File: src/rtl/pipeline_hazard_controller_pkg.sv
// Shared stage indices, state encoding and control-vector constants for the
// pipeline hazard controller.
package pipeline_ctrl_pkg;

  localparam int unsigned NUM_STG = 5;
  localparam int unsigned REG_W   = 5;

  localparam int unsigned STG_F = 0;
  localparam int unsigned STG_D = 1;
  localparam int unsigned STG_E = 2;
  localparam int unsigned STG_M = 3;
  localparam int unsigned STG_W = 4;

  typedef logic [NUM_STG-1:0] ctl_vec_t;

  typedef enum logic [1:0] {
    HZ_RUN      = 2'd0,
    HZ_MEM_WAIT = 2'd1,
    HZ_MULDIV   = 2'd2,
    HZ_FLUSH    = 2'd3
  } hz_state_t;

  typedef struct packed {
    ctl_vec_t nullify;
    ctl_vec_t stall;
    ctl_vec_t bubble;
    ctl_vec_t keep_exception;
    logic     redirect;
    logic     bus_error;
  } hz_ctl_t;

  // Mask covering every stage register from fetch up to and including 'last'.
  function automatic ctl_vec_t upto_mask(input int unsigned last);
    ctl_vec_t m;
    m = '0;
    for (int unsigned i = STG_F; i <= last; i++) m = m | (ctl_vec_t'(1) << i);
    return m;
  endfunction

  function automatic ctl_vec_t stg_bit(input int unsigned stg);
    return ctl_vec_t'(1) << stg;
  endfunction

  localparam ctl_vec_t CTL_ALL             = upto_mask(STG_W);
  localparam ctl_vec_t CTL_FLUSH           = upto_mask(STG_M);
  localparam ctl_vec_t CTL_KEEP_EXC        = stg_bit(STG_W);
  localparam ctl_vec_t CTL_MEMWAIT_STALL   = upto_mask(STG_M);
  localparam ctl_vec_t CTL_MEMWAIT_BUBBLE  = stg_bit(STG_W);
  localparam ctl_vec_t CTL_MULDIV_STALL    = upto_mask(STG_E);
  localparam ctl_vec_t CTL_MULDIV_BUBBLE   = stg_bit(STG_M);
  localparam ctl_vec_t CTL_LOADUSE_STALL   = upto_mask(STG_D);
  localparam ctl_vec_t CTL_LOADUSE_BUBBLE  = stg_bit(STG_E);

endpackage

File: src/rtl/pipeline_hazard_controller_if.sv
// Hazard-controller bundle: stage status inputs and per-stage control vectors.
interface pipeline_hazard_controller_if;
  import pipeline_ctrl_pkg::*;

  logic             d_rs_used;
  logic             d_rt_used;
  logic [REG_W-1:0] d_rs;
  logic [REG_W-1:0] d_rt;
  logic             e_is_load;
  logic [REG_W-1:0] e_dest_reg;
  logic             e_muldiv_start;
  logic             m_mem_req;
  logic             m_mem_ready;
  logic             m_exception;

  ctl_vec_t         nullify;
  ctl_vec_t         stall;
  ctl_vec_t         bubble;
  ctl_vec_t         keep_exception;
  logic             redirect;
  logic             bus_error;
  logic             muldiv_busy;

  modport master (
    output d_rs_used, d_rt_used, d_rs, d_rt, e_is_load, e_dest_reg,
           e_muldiv_start, m_mem_req, m_mem_ready, m_exception,
    input  nullify, stall, bubble, keep_exception, redirect, bus_error, muldiv_busy
  );

  modport slave (
    input  d_rs_used, d_rt_used, d_rs, d_rt, e_is_load, e_dest_reg,
           e_muldiv_start, m_mem_req, m_mem_ready, m_exception,
    output nullify, stall, bubble, keep_exception, redirect, bus_error, muldiv_busy
  );

endinterface

File: src/rtl/hazard_loaduse_detect.sv
// Flags a decode-stage source register that depends on a load still in execute.
module hazard_loaduse_detect
  import pipeline_ctrl_pkg::*;
(
  input  logic             d_rs_used,
  input  logic             d_rt_used,
  input  logic [REG_W-1:0] d_rs,
  input  logic [REG_W-1:0] d_rt,
  input  logic             e_is_load,
  input  logic [REG_W-1:0] e_dest_reg,
  output logic             hazard_c
);

  logic rs_hit;
  logic rt_hit;

  // Register 0 is hardwired, so a load targeting it never creates a dependency.
  always_comb begin
    rs_hit   = d_rs_used && (d_rs == e_dest_reg);
    rt_hit   = d_rt_used && (d_rt == e_dest_reg);
    hazard_c = e_is_load && (e_dest_reg != '0) && (rs_hit || rt_hit);
  end

endmodule

File: src/rtl/pipeline_hazard_controller.sv
// Central pipeline sequencer: flush > memory wait > mul/div occupancy > load-use,
// one action per cycle, plus the fetch redirect strobe.
module pipeline_hazard_controller
  import pipeline_ctrl_pkg::*;
#(
  parameter int unsigned MULDIV_CYCLES = 32,
  parameter int unsigned MEM_TIMEOUT   = 255,
  parameter int unsigned CNT_W         = 8
) (
  input  logic                          clk,
  input  logic                          reset,
  pipeline_hazard_controller_if.slave   bus
);

  localparam logic [1:0] ST_RUN      = HZ_RUN;
  localparam logic [1:0] ST_MEM_WAIT = HZ_MEM_WAIT;
  localparam logic [1:0] ST_MULDIV   = HZ_MULDIV;
  localparam logic [1:0] ST_FLUSH    = HZ_FLUSH;

  localparam logic [CNT_W-1:0] MD_LOAD = CNT_W'(MULDIV_CYCLES - 1);
  localparam logic [CNT_W-1:0] TO_LAST = CNT_W'(MEM_TIMEOUT - 1);

  logic [1:0]       state;
  logic [1:0]       state_nxt;
  logic [CNT_W-1:0] md_cnt;
  logic [CNT_W-1:0] md_nxt;
  logic [CNT_W-1:0] to_cnt;
  logic [CNT_W-1:0] to_nxt;
  hz_ctl_t          ctl;
  logic             load_use;
  logic             mem_wait;
  logic             md_busy;

  hazard_loaduse_detect u_loaduse (
    .d_rs_used  (bus.d_rs_used),
    .d_rt_used  (bus.d_rt_used),
    .d_rs       (bus.d_rs),
    .d_rt       (bus.d_rt),
    .e_is_load  (bus.e_is_load),
    .e_dest_reg (bus.e_dest_reg),
    .hazard_c   (load_use)
  );

  always_ff @(posedge clk or negedge reset) begin
    if (!reset) begin
      state  <= ST_FLUSH;
      md_cnt <= '0;
      to_cnt <= '0;
    end else begin
      state  <= state_nxt;
      md_cnt <= md_nxt;
      to_cnt <= to_nxt;
    end
  end

  always_comb begin
    ctl       = '0;
    state_nxt = ST_RUN;
    md_nxt    = '0;
    to_nxt    = '0;
    mem_wait  = bus.m_mem_req && !bus.m_mem_ready;
    md_busy   = (md_cnt != '0);

    if (!reset) begin
      ctl.nullify = CTL_ALL;
      state_nxt   = ST_FLUSH;
    end else if ((state == ST_FLUSH) || bus.m_exception) begin
      // Counters stay cleared: a pending mul/div and any memory timeout are abandoned.
      ctl.nullify = CTL_FLUSH;
      if (state == ST_FLUSH) begin
        ctl.keep_exception = CTL_KEEP_EXC;
        ctl.redirect       = 1'b1;
      end
      state_nxt = bus.m_exception ? ST_FLUSH : ST_RUN;
    end else begin
      // Operands are already latched, so mul/div keeps counting under any stall.
      if (md_busy) md_nxt = md_cnt - CNT_W'(1);

      if (mem_wait) begin
        ctl.stall  = CTL_MEMWAIT_STALL;
        ctl.bubble = CTL_MEMWAIT_BUBBLE;
        state_nxt  = ST_MEM_WAIT;
        if (to_cnt == TO_LAST) ctl.bus_error = 1'b1;
        else                   to_nxt        = to_cnt + CNT_W'(1);
      end else if (md_busy) begin
        ctl.stall  = CTL_MULDIV_STALL;
        ctl.bubble = CTL_MULDIV_BUBBLE;
        state_nxt  = (md_nxt != '0) ? ST_MULDIV : ST_RUN;
      end else if (bus.e_muldiv_start) begin
        md_nxt    = MD_LOAD;
        state_nxt = ST_MULDIV;
      end else if (load_use) begin
        ctl.stall  = CTL_LOADUSE_STALL;
        ctl.bubble = CTL_LOADUSE_BUBBLE;
      end
    end
  end

  assign bus.nullify        = ctl.nullify;
  assign bus.stall          = ctl.stall;
  assign bus.bubble         = ctl.bubble;
  assign bus.keep_exception = ctl.keep_exception;
  assign bus.redirect       = ctl.redirect;
  assign bus.bus_error      = ctl.bus_error;
  assign bus.muldiv_busy    = md_busy;

endmodule

File: src/flat_wrapper.sv
// flat-port wrapper written by rule: the top's interface ports become plain ports
module pipeline_hazard_controller_flat import pipeline_ctrl_pkg::*;
#(
  parameter int unsigned MULDIV_CYCLES = 32,
  parameter int unsigned MEM_TIMEOUT   = 255,
  parameter int unsigned CNT_W         = 8
)
  (clk, reset, bus_d_rs_used, bus_d_rt_used, bus_d_rs, bus_d_rt, bus_e_is_load, bus_e_dest_reg, bus_e_muldiv_start, bus_m_mem_req, bus_m_mem_ready, bus_m_exception, bus_nullify, bus_stall, bus_bubble, bus_keep_exception, bus_redirect, bus_bus_error, bus_muldiv_busy);
  pipeline_hazard_controller_if bus_i ();
  input  logic clk;
  input  logic reset;
  input wire logic [$bits(bus_i.d_rs_used)-1:0] bus_d_rs_used;
  input wire logic [$bits(bus_i.d_rt_used)-1:0] bus_d_rt_used;
  input wire logic [$bits(bus_i.d_rs)-1:0] bus_d_rs;
  input wire logic [$bits(bus_i.d_rt)-1:0] bus_d_rt;
  input wire logic [$bits(bus_i.e_is_load)-1:0] bus_e_is_load;
  input wire logic [$bits(bus_i.e_dest_reg)-1:0] bus_e_dest_reg;
  input wire logic [$bits(bus_i.e_muldiv_start)-1:0] bus_e_muldiv_start;
  input wire logic [$bits(bus_i.m_mem_req)-1:0] bus_m_mem_req;
  input wire logic [$bits(bus_i.m_mem_ready)-1:0] bus_m_mem_ready;
  input wire logic [$bits(bus_i.m_exception)-1:0] bus_m_exception;
  output wire logic [$bits(bus_i.nullify)-1:0] bus_nullify;
  output wire logic [$bits(bus_i.stall)-1:0] bus_stall;
  output wire logic [$bits(bus_i.bubble)-1:0] bus_bubble;
  output wire logic [$bits(bus_i.keep_exception)-1:0] bus_keep_exception;
  output wire logic [$bits(bus_i.redirect)-1:0] bus_redirect;
  output wire logic [$bits(bus_i.bus_error)-1:0] bus_bus_error;
  output wire logic [$bits(bus_i.muldiv_busy)-1:0] bus_muldiv_busy;
  assign bus_i.d_rs_used = bus_d_rs_used;
  assign bus_i.d_rt_used = bus_d_rt_used;
  assign bus_i.d_rs = bus_d_rs;
  assign bus_i.d_rt = bus_d_rt;
  assign bus_i.e_is_load = bus_e_is_load;
  assign bus_i.e_dest_reg = bus_e_dest_reg;
  assign bus_i.e_muldiv_start = bus_e_muldiv_start;
  assign bus_i.m_mem_req = bus_m_mem_req;
  assign bus_i.m_mem_ready = bus_m_mem_ready;
  assign bus_i.m_exception = bus_m_exception;
  assign bus_nullify = bus_i.nullify;
  assign bus_stall = bus_i.stall;
  assign bus_bubble = bus_i.bubble;
  assign bus_keep_exception = bus_i.keep_exception;
  assign bus_redirect = bus_i.redirect;
  assign bus_bus_error = bus_i.bus_error;
  assign bus_muldiv_busy = bus_i.muldiv_busy;
  pipeline_hazard_controller #(.MULDIV_CYCLES(MULDIV_CYCLES), .MEM_TIMEOUT(MEM_TIMEOUT), .CNT_W(CNT_W)) u_core (.clk(clk), .reset(reset), .bus(bus_i));
endmodule
File: config.mk
export PLATFORM = sky130hd
export DESIGN_NAME = pipeline_hazard_controller_flat
export DESIGN_NICKNAME = d
export VERILOG_FILES = /design/src/rtl/pipeline_hazard_controller_pkg.sv /design/src/rtl/pipeline_hazard_controller_if.sv /design/src/rtl/hazard_loaduse_detect.sv /design/src/rtl/pipeline_hazard_controller.sv /design/src/flat_wrapper.sv
export SDC_FILE = /design/constraint.sdc
export NUM_CORES = 1
export LEC_CHECK = 0
export CORE_MARGIN = 4
export CORE_UTILIZATION = 41
export CTS_BUF_LIST = sky130_fd_sc_hd__clkbuf_8 sky130_fd_sc_hd__clkbuf_16
export DETAILED_ROUTE_END_ITERATION = 7
export MAX_ROUTING_LAYER = met4
export PLACE_DENSITY_LB_ADDON = 0.08
export SETUP_SLACK_MARGIN = 0.1
export SLEW_MARGIN = 20
export SYNTH_ARGS = -nofsm -noshare
export SYNTH_HDL_FRONTEND = slang
export SYNTH_SLANG_ARGS = --single-unit
File: constraint.sdc
create_clock -name clk -period 2.15 [get_ports clk]
set_clock_uncertainty 0.2 [all_clocks]
set_input_delay 0.3225 -clock clk [delete_from_list [all_inputs] [get_ports clk]]
set_output_delay 0.3225 -clock clk [all_outputs]
set_load 0.005 [all_outputs]
# After elaboration in Yosys (flattened, before gate mapping)
# Index checks and enable logic that the tools add are counted.
# totals
word_cells	52
inputBits	24
output_inout_bits	23
reg_bits	18
# classes
reduce_logical	11
addsub	2
mux	32
eq_ne	4
# ops
cell	count
two-way mux 8 bit	12
two-way mux 10 bit	3
two-way mux 17 bit	1
nonzero test 8 bit	2
two-way mux 2 bit	7
two-way mux 7 bit	2
two-way mux 6 bit	2
== test 5 bit	2
adder 8 x 1 -> 8 bit (second input constant)	1
== test 8 bit (second input constant)	1
subtractor 8 x 1 -> 8 bit (second input constant)	1
logical AND 1 bit	5
two-way mux 5 bit	1
nonzero test 5 bit	1
two-way mux 4 bit	1
two-way mux 1 bit	3
== test 2 bit (second input constant)	1
logical OR 1 bit	2
logical NOT 1 bit	1

# Longest topological paths before layout
# logic_depth
word_depth	10
mapped_depth	8
mapped_depth_nobuf	7

# Modules after synthesis
# From an unflattened synthesis, not the netlist that was laid out.
# unflattened
hier_cells	138
area_unflattened_um2	1228.7
# modules_own_cells
mod	area_per_inst_um2	instances	cells_each	seq_area_each_um2
pipeline_hazard_controller	1094.8	1	121	452.9
hazard_loaduse_detect	133.9	1	17	0.0

# Worst setup path before layout
# Ideal clock, no wire load.
# synth_path
path_kind	flip-flop to output port
startpoint	register u_core.md_cnt[0]
endpoint	output bus_stall[1]
arrival_ns	1.796
stages_incl_launch_ff	9
n_path_buf	2
required_time_ns	1.627
setup_slack_ns	-0.169
cell_sequence	dfrtp_1 > inv_1 > ha_1 > nor3b_1 > and2_1 > buf_2 > a21oi_1 > o21bai_1 > buf_4
# synth_via
elab_chain_cells	5
# synth_lines
element	line	rtl
from (decl)	pipeline_hazard_controller.sv:25	logic [CNT_W-1:0] md_cnt;
from (signal assigned)	pipeline_hazard_controller.sv:51	md_cnt <= md_nxt;
nonzero test 8 bit	pipeline_hazard_controller.sv:62	md_busy = (md_cnt != '0);
two-way mux 10 bit	pipeline_hazard_controller.sv:85	end else if (md_busy) begin
two-way mux 10 bit	pipeline_hazard_controller.sv:79	if (mem_wait) begin
two-way mux 10 bit	pipeline_hazard_controller.sv:67	end else if ((state == ST_FLUSH) || bus.m_exception) begin
two-way mux 17 bit	pipeline_hazard_controller.sv:64	if (!reset) begin
to (decl)	flat_wrapper.sv:23	output wire logic [$bits(bus_i.stall)-1:0] bus_stall;
# No other way between the ends.

# Worst setup path in the final report
# Ends and elaborated chain as after synthesis.

==> results.tsv <==
metric	value	unit
CP Capture Point	bus_stall[1]	
share of the synthesized area in the top cell type	29.8	%
vias in the first global route	1432	
Via density	4.87	
Buffers on Ports	39	
fill count	291	
smallest setup slack after layout	-0.0543	ns
endpoint required time on the critical path	1.63	ns
Initial Util	43.3	%
fin crit share	103	%
library cell with the largest summed area after synthesis	sky130_fd_sc_hd__dfrtp_1	
initial antenna violation count	0	
Max H-tree Level	1	
static power due to leakage	0.988	nW
critical path data arrival time	1.68	ns
Worst Path Class, Setup	flop to output pin	
total clock sinks	18	
fraction of the yosys area taken by sequential cells	33.7	%
num ports	47	
violations in the final reports	setup timing	
CP Launch Type	flop	
count of endpoints failing hold in the final timing report	0	
Core Region	3100	um^2
total congestion overflow	0	
Fin Setup TNS	-0.147	ns
largest net degree at the start of global routing	17	
Setup violations, final	3	
setup slack on the worst flop-to-flop path	0.12	ns
vias	1282	
Chip Width	65.3	um
largest stage delay on the critical path	0.39	ns
overall power consumption	0.000951	W
DRT Pass-1 Iters	4	
worst setup path start	u_core.md_cnt[0]	
Max Fclk	454	MHz
kind of end point of the critical path	output pin	
critical register-to-register path endpoint	u_core.state[1]	
antenna diode count	0	
die footprint	4260	um^2
maximum fanout encountered on the critical timing path	2	
cell area reported after detailed placement	1900	um^2
status	finished, violations left	
area of all placed cells without fillers	2130	um^2
Post-Syn Area	1350	um^2
Worst-path clk slew	0.07	ns
startpoint of the worst register-to-register path	u_core.md_cnt[3]	
YS warnings	0	
Num CTS Buffers	3	
number of placement rows	20	
source-to-sink clock delay at the later pin of the worst-skew pair	0.25	ns
Chip Height	65.3	um
layout-stage area growth over the synthesis result	58.3	%
relative max-transition margin	52.3	%
type of the worst min-delay path	primary input to async pin	
Synth cell types	49	
Wirelength per Cell	13.5	um
Area contributors post-synth	sky130_fd_sc_hd__dfrtp_1, sky130_fd_sc_hd__xor2_1, sky130_fd_sc_hd__buf_4	
setup repair after global routing missed its margin	yes	
Clock Path Buffers	2	
Post-Syn Area per Cell	8.91	um^2
detailed-route wire length	3.54	mm
count of nets left with antenna violations after detail routing	0	
cell at the root of the clock tree	sky130_fd_sc_hd__clkbuf_8	
final weighted congestion of routability-driven global placement	0.823	
post-layout utilization of the core	68.6	%
cells after synthesis	151	
Post-DP HPWL	2.70	mm
cells along the critical path	inv_2, ha_4, nor3b_4, and2_4, buf_6, a21oi_2, o21bai_4, buf_2	
first-pass GRT wire length	6.11	mm
power per standard cell area	446	nW/um^2
crit path max-delay cell type	sky130_fd_sc_hd__dfrtp_1	
time the worst path needs with I/O delays and setup	2.20	ns
drt initial violations	44	
final layout net count	248	
R2R depth	5	
total DRC errors in the routed layout	0	
Final Slew Violations	0	
# Max-Cap Violations	0	
commonest non-fill, non-tap cell in the layout	sky130_fd_sc_hd__buf_4	
total global-route track usage	18.4	%
fraction of layout instances using a drive strength above 1	34.7	%
largest vdd supply drop	0.248	mV
number of synthesized register bits	18	
commonest cells after routing, fill and taps aside	sky130_fd_sc_hd__buf_4, sky130_fd_sc_hd__nor2_1, sky130_fd_sc_hd__dlygate4sd2_1, sky130_fd_sc_hd__dfrtp_1, sky130_fd_sc_hd__clkdlybuf4s50_1	
worst slew pin tran	0.713	ns
clock tree from TritonCTS	built	
==> worst max-delay path, delay by kind of cell, from the launching register on <==
family	cells	cell delay, ns
fa+ha+maj	1	0.13
simple gates	2	0.39
flops	1	0.39
compound gates	2	0.21
buf+inv	3	0.31
==> synth_stat cells (all sizes together) <==
library cell,count
o2bb2ai,1
nand2,7
a21o,1
nor2,21
a32oi,2
nor2b,2
a311oi,1
a21boi,1
nand3b,1
or4b,1
ha,4
and2b,1
dfrtp,16
xnor2,6
and2,2
nand3,4
or4,2
and3,1
nor4,4
mux2i,2
nand2b,1
o21bai,2
and4,1
dfstp,2
xor2,13
nand4,2
or3,2
o21ai,1
a31oi,1
inv,7
nor3,3
a41oi,1
a21oi,7
nor3b,3
or2,1
conb,1
clkbuf,2
buf,18
o21a,1
o32ai,1
o41ai,1
==> what timing repair did <==
action,4_1_cts,5_1_grt
gates resized for setup,70,6
pin swaps,7,4
endpoints found under the hold margin,16,0
endpoints found under the setup margin,18,9
hold buffers,1,0
setup buffers,10,4
==> kinds of logic (layout without fill, tap and decap cells) <==
kind of cell / count (synthesis) / count (layout) / share of synthesized area [%]
adders and majority gates: 4 / 4 / 3.72
and+or+nand+nor: 59 / 59 / 24.5
other: 1 / 7 / 0.279
muxes: 2 / 2 / 1.49
buffers and inverters: 27 / 89 / 12.7
xor gates and xnor gates: 19 / 19 / 12.4
DFF: 18 / 18 / 33.7
AOI/OAI and AO/OA: 21 / 21 / 11.3
==> registers in the layout (all words and copies together) (netlist names) <==
register       cells
u_core.md_cnt      8
u_core.state       2
u_core.to_cnt      8
==> final cells by class <==
| type | instances | area [um^2] | share of cell area [%] |
|---|---|---|---|
| repair buffers | 78 | 669 | 31.4 |
| multi-input cells | 112 | 868 | 40.8 |
| inverters | 7 | 28.8 | 1.35 |
| clock buffers | 4 | 55.1 | 2.59 |
| well taps | 44 | 55.1 | 2.59 |
| flip-flops and latches | 18 | 453 | 21.3 |
==> power by group <==
part / switching [W] / total, W / internal, W
sequential: 0.00000520 / 0.000352 / 0.000347
combinational: 0.000142 / 0.000324 / 0.000182
clock: 0.000112 / 0.000275 / 0.000162
total: 0.000259 / 0.000951 / 0.000691
==> worst min path at each step <==
stage	start	end	depth (start not counted)	slack [ns]
2_1_floorplan	reset	u_core.md_cnt[0]	0	-0.17
3_3_place_gp	u_core.to_cnt[0]	u_core.to_cnt[0]	1	0.27
3_5_place_dp	u_core.to_cnt[0]	u_core.to_cnt[0]	1	0.28
4_1_cts	reset	u_core.state[0]	2	0.09
5_1_grt	reset	u_core.state[0]	2	0.04
6_report	reset	u_core.state[0]	2	0.04
==> per-layer routing <==
layer / GRT usage, % / vias to the layer above / part of all wire, %
li1: - / 637 / -
met1: 20.9 / 597 / 42
met2: 32.7 / 42 / 51
met3: 4.10 / 6 / 5.2
met4: 4.40 / 0 / 1.2
met5: - / - / 0
==> through the flow <==
step / cells / hold WS (ns) / setup WS, ns
global route: 263 / 0.0446 / -0.130
detailed placement: 246 / 0.276 / -0.748
global placement: 246 / 0.270 / -0.708
floorplan: 157 / -0.173 / 0.118
finish: 263 / 0.0368 / -0.0543
CTS: 261 / 0.0879 / -0.0720
Note: power is estimated with default switching activity, not from simulation.
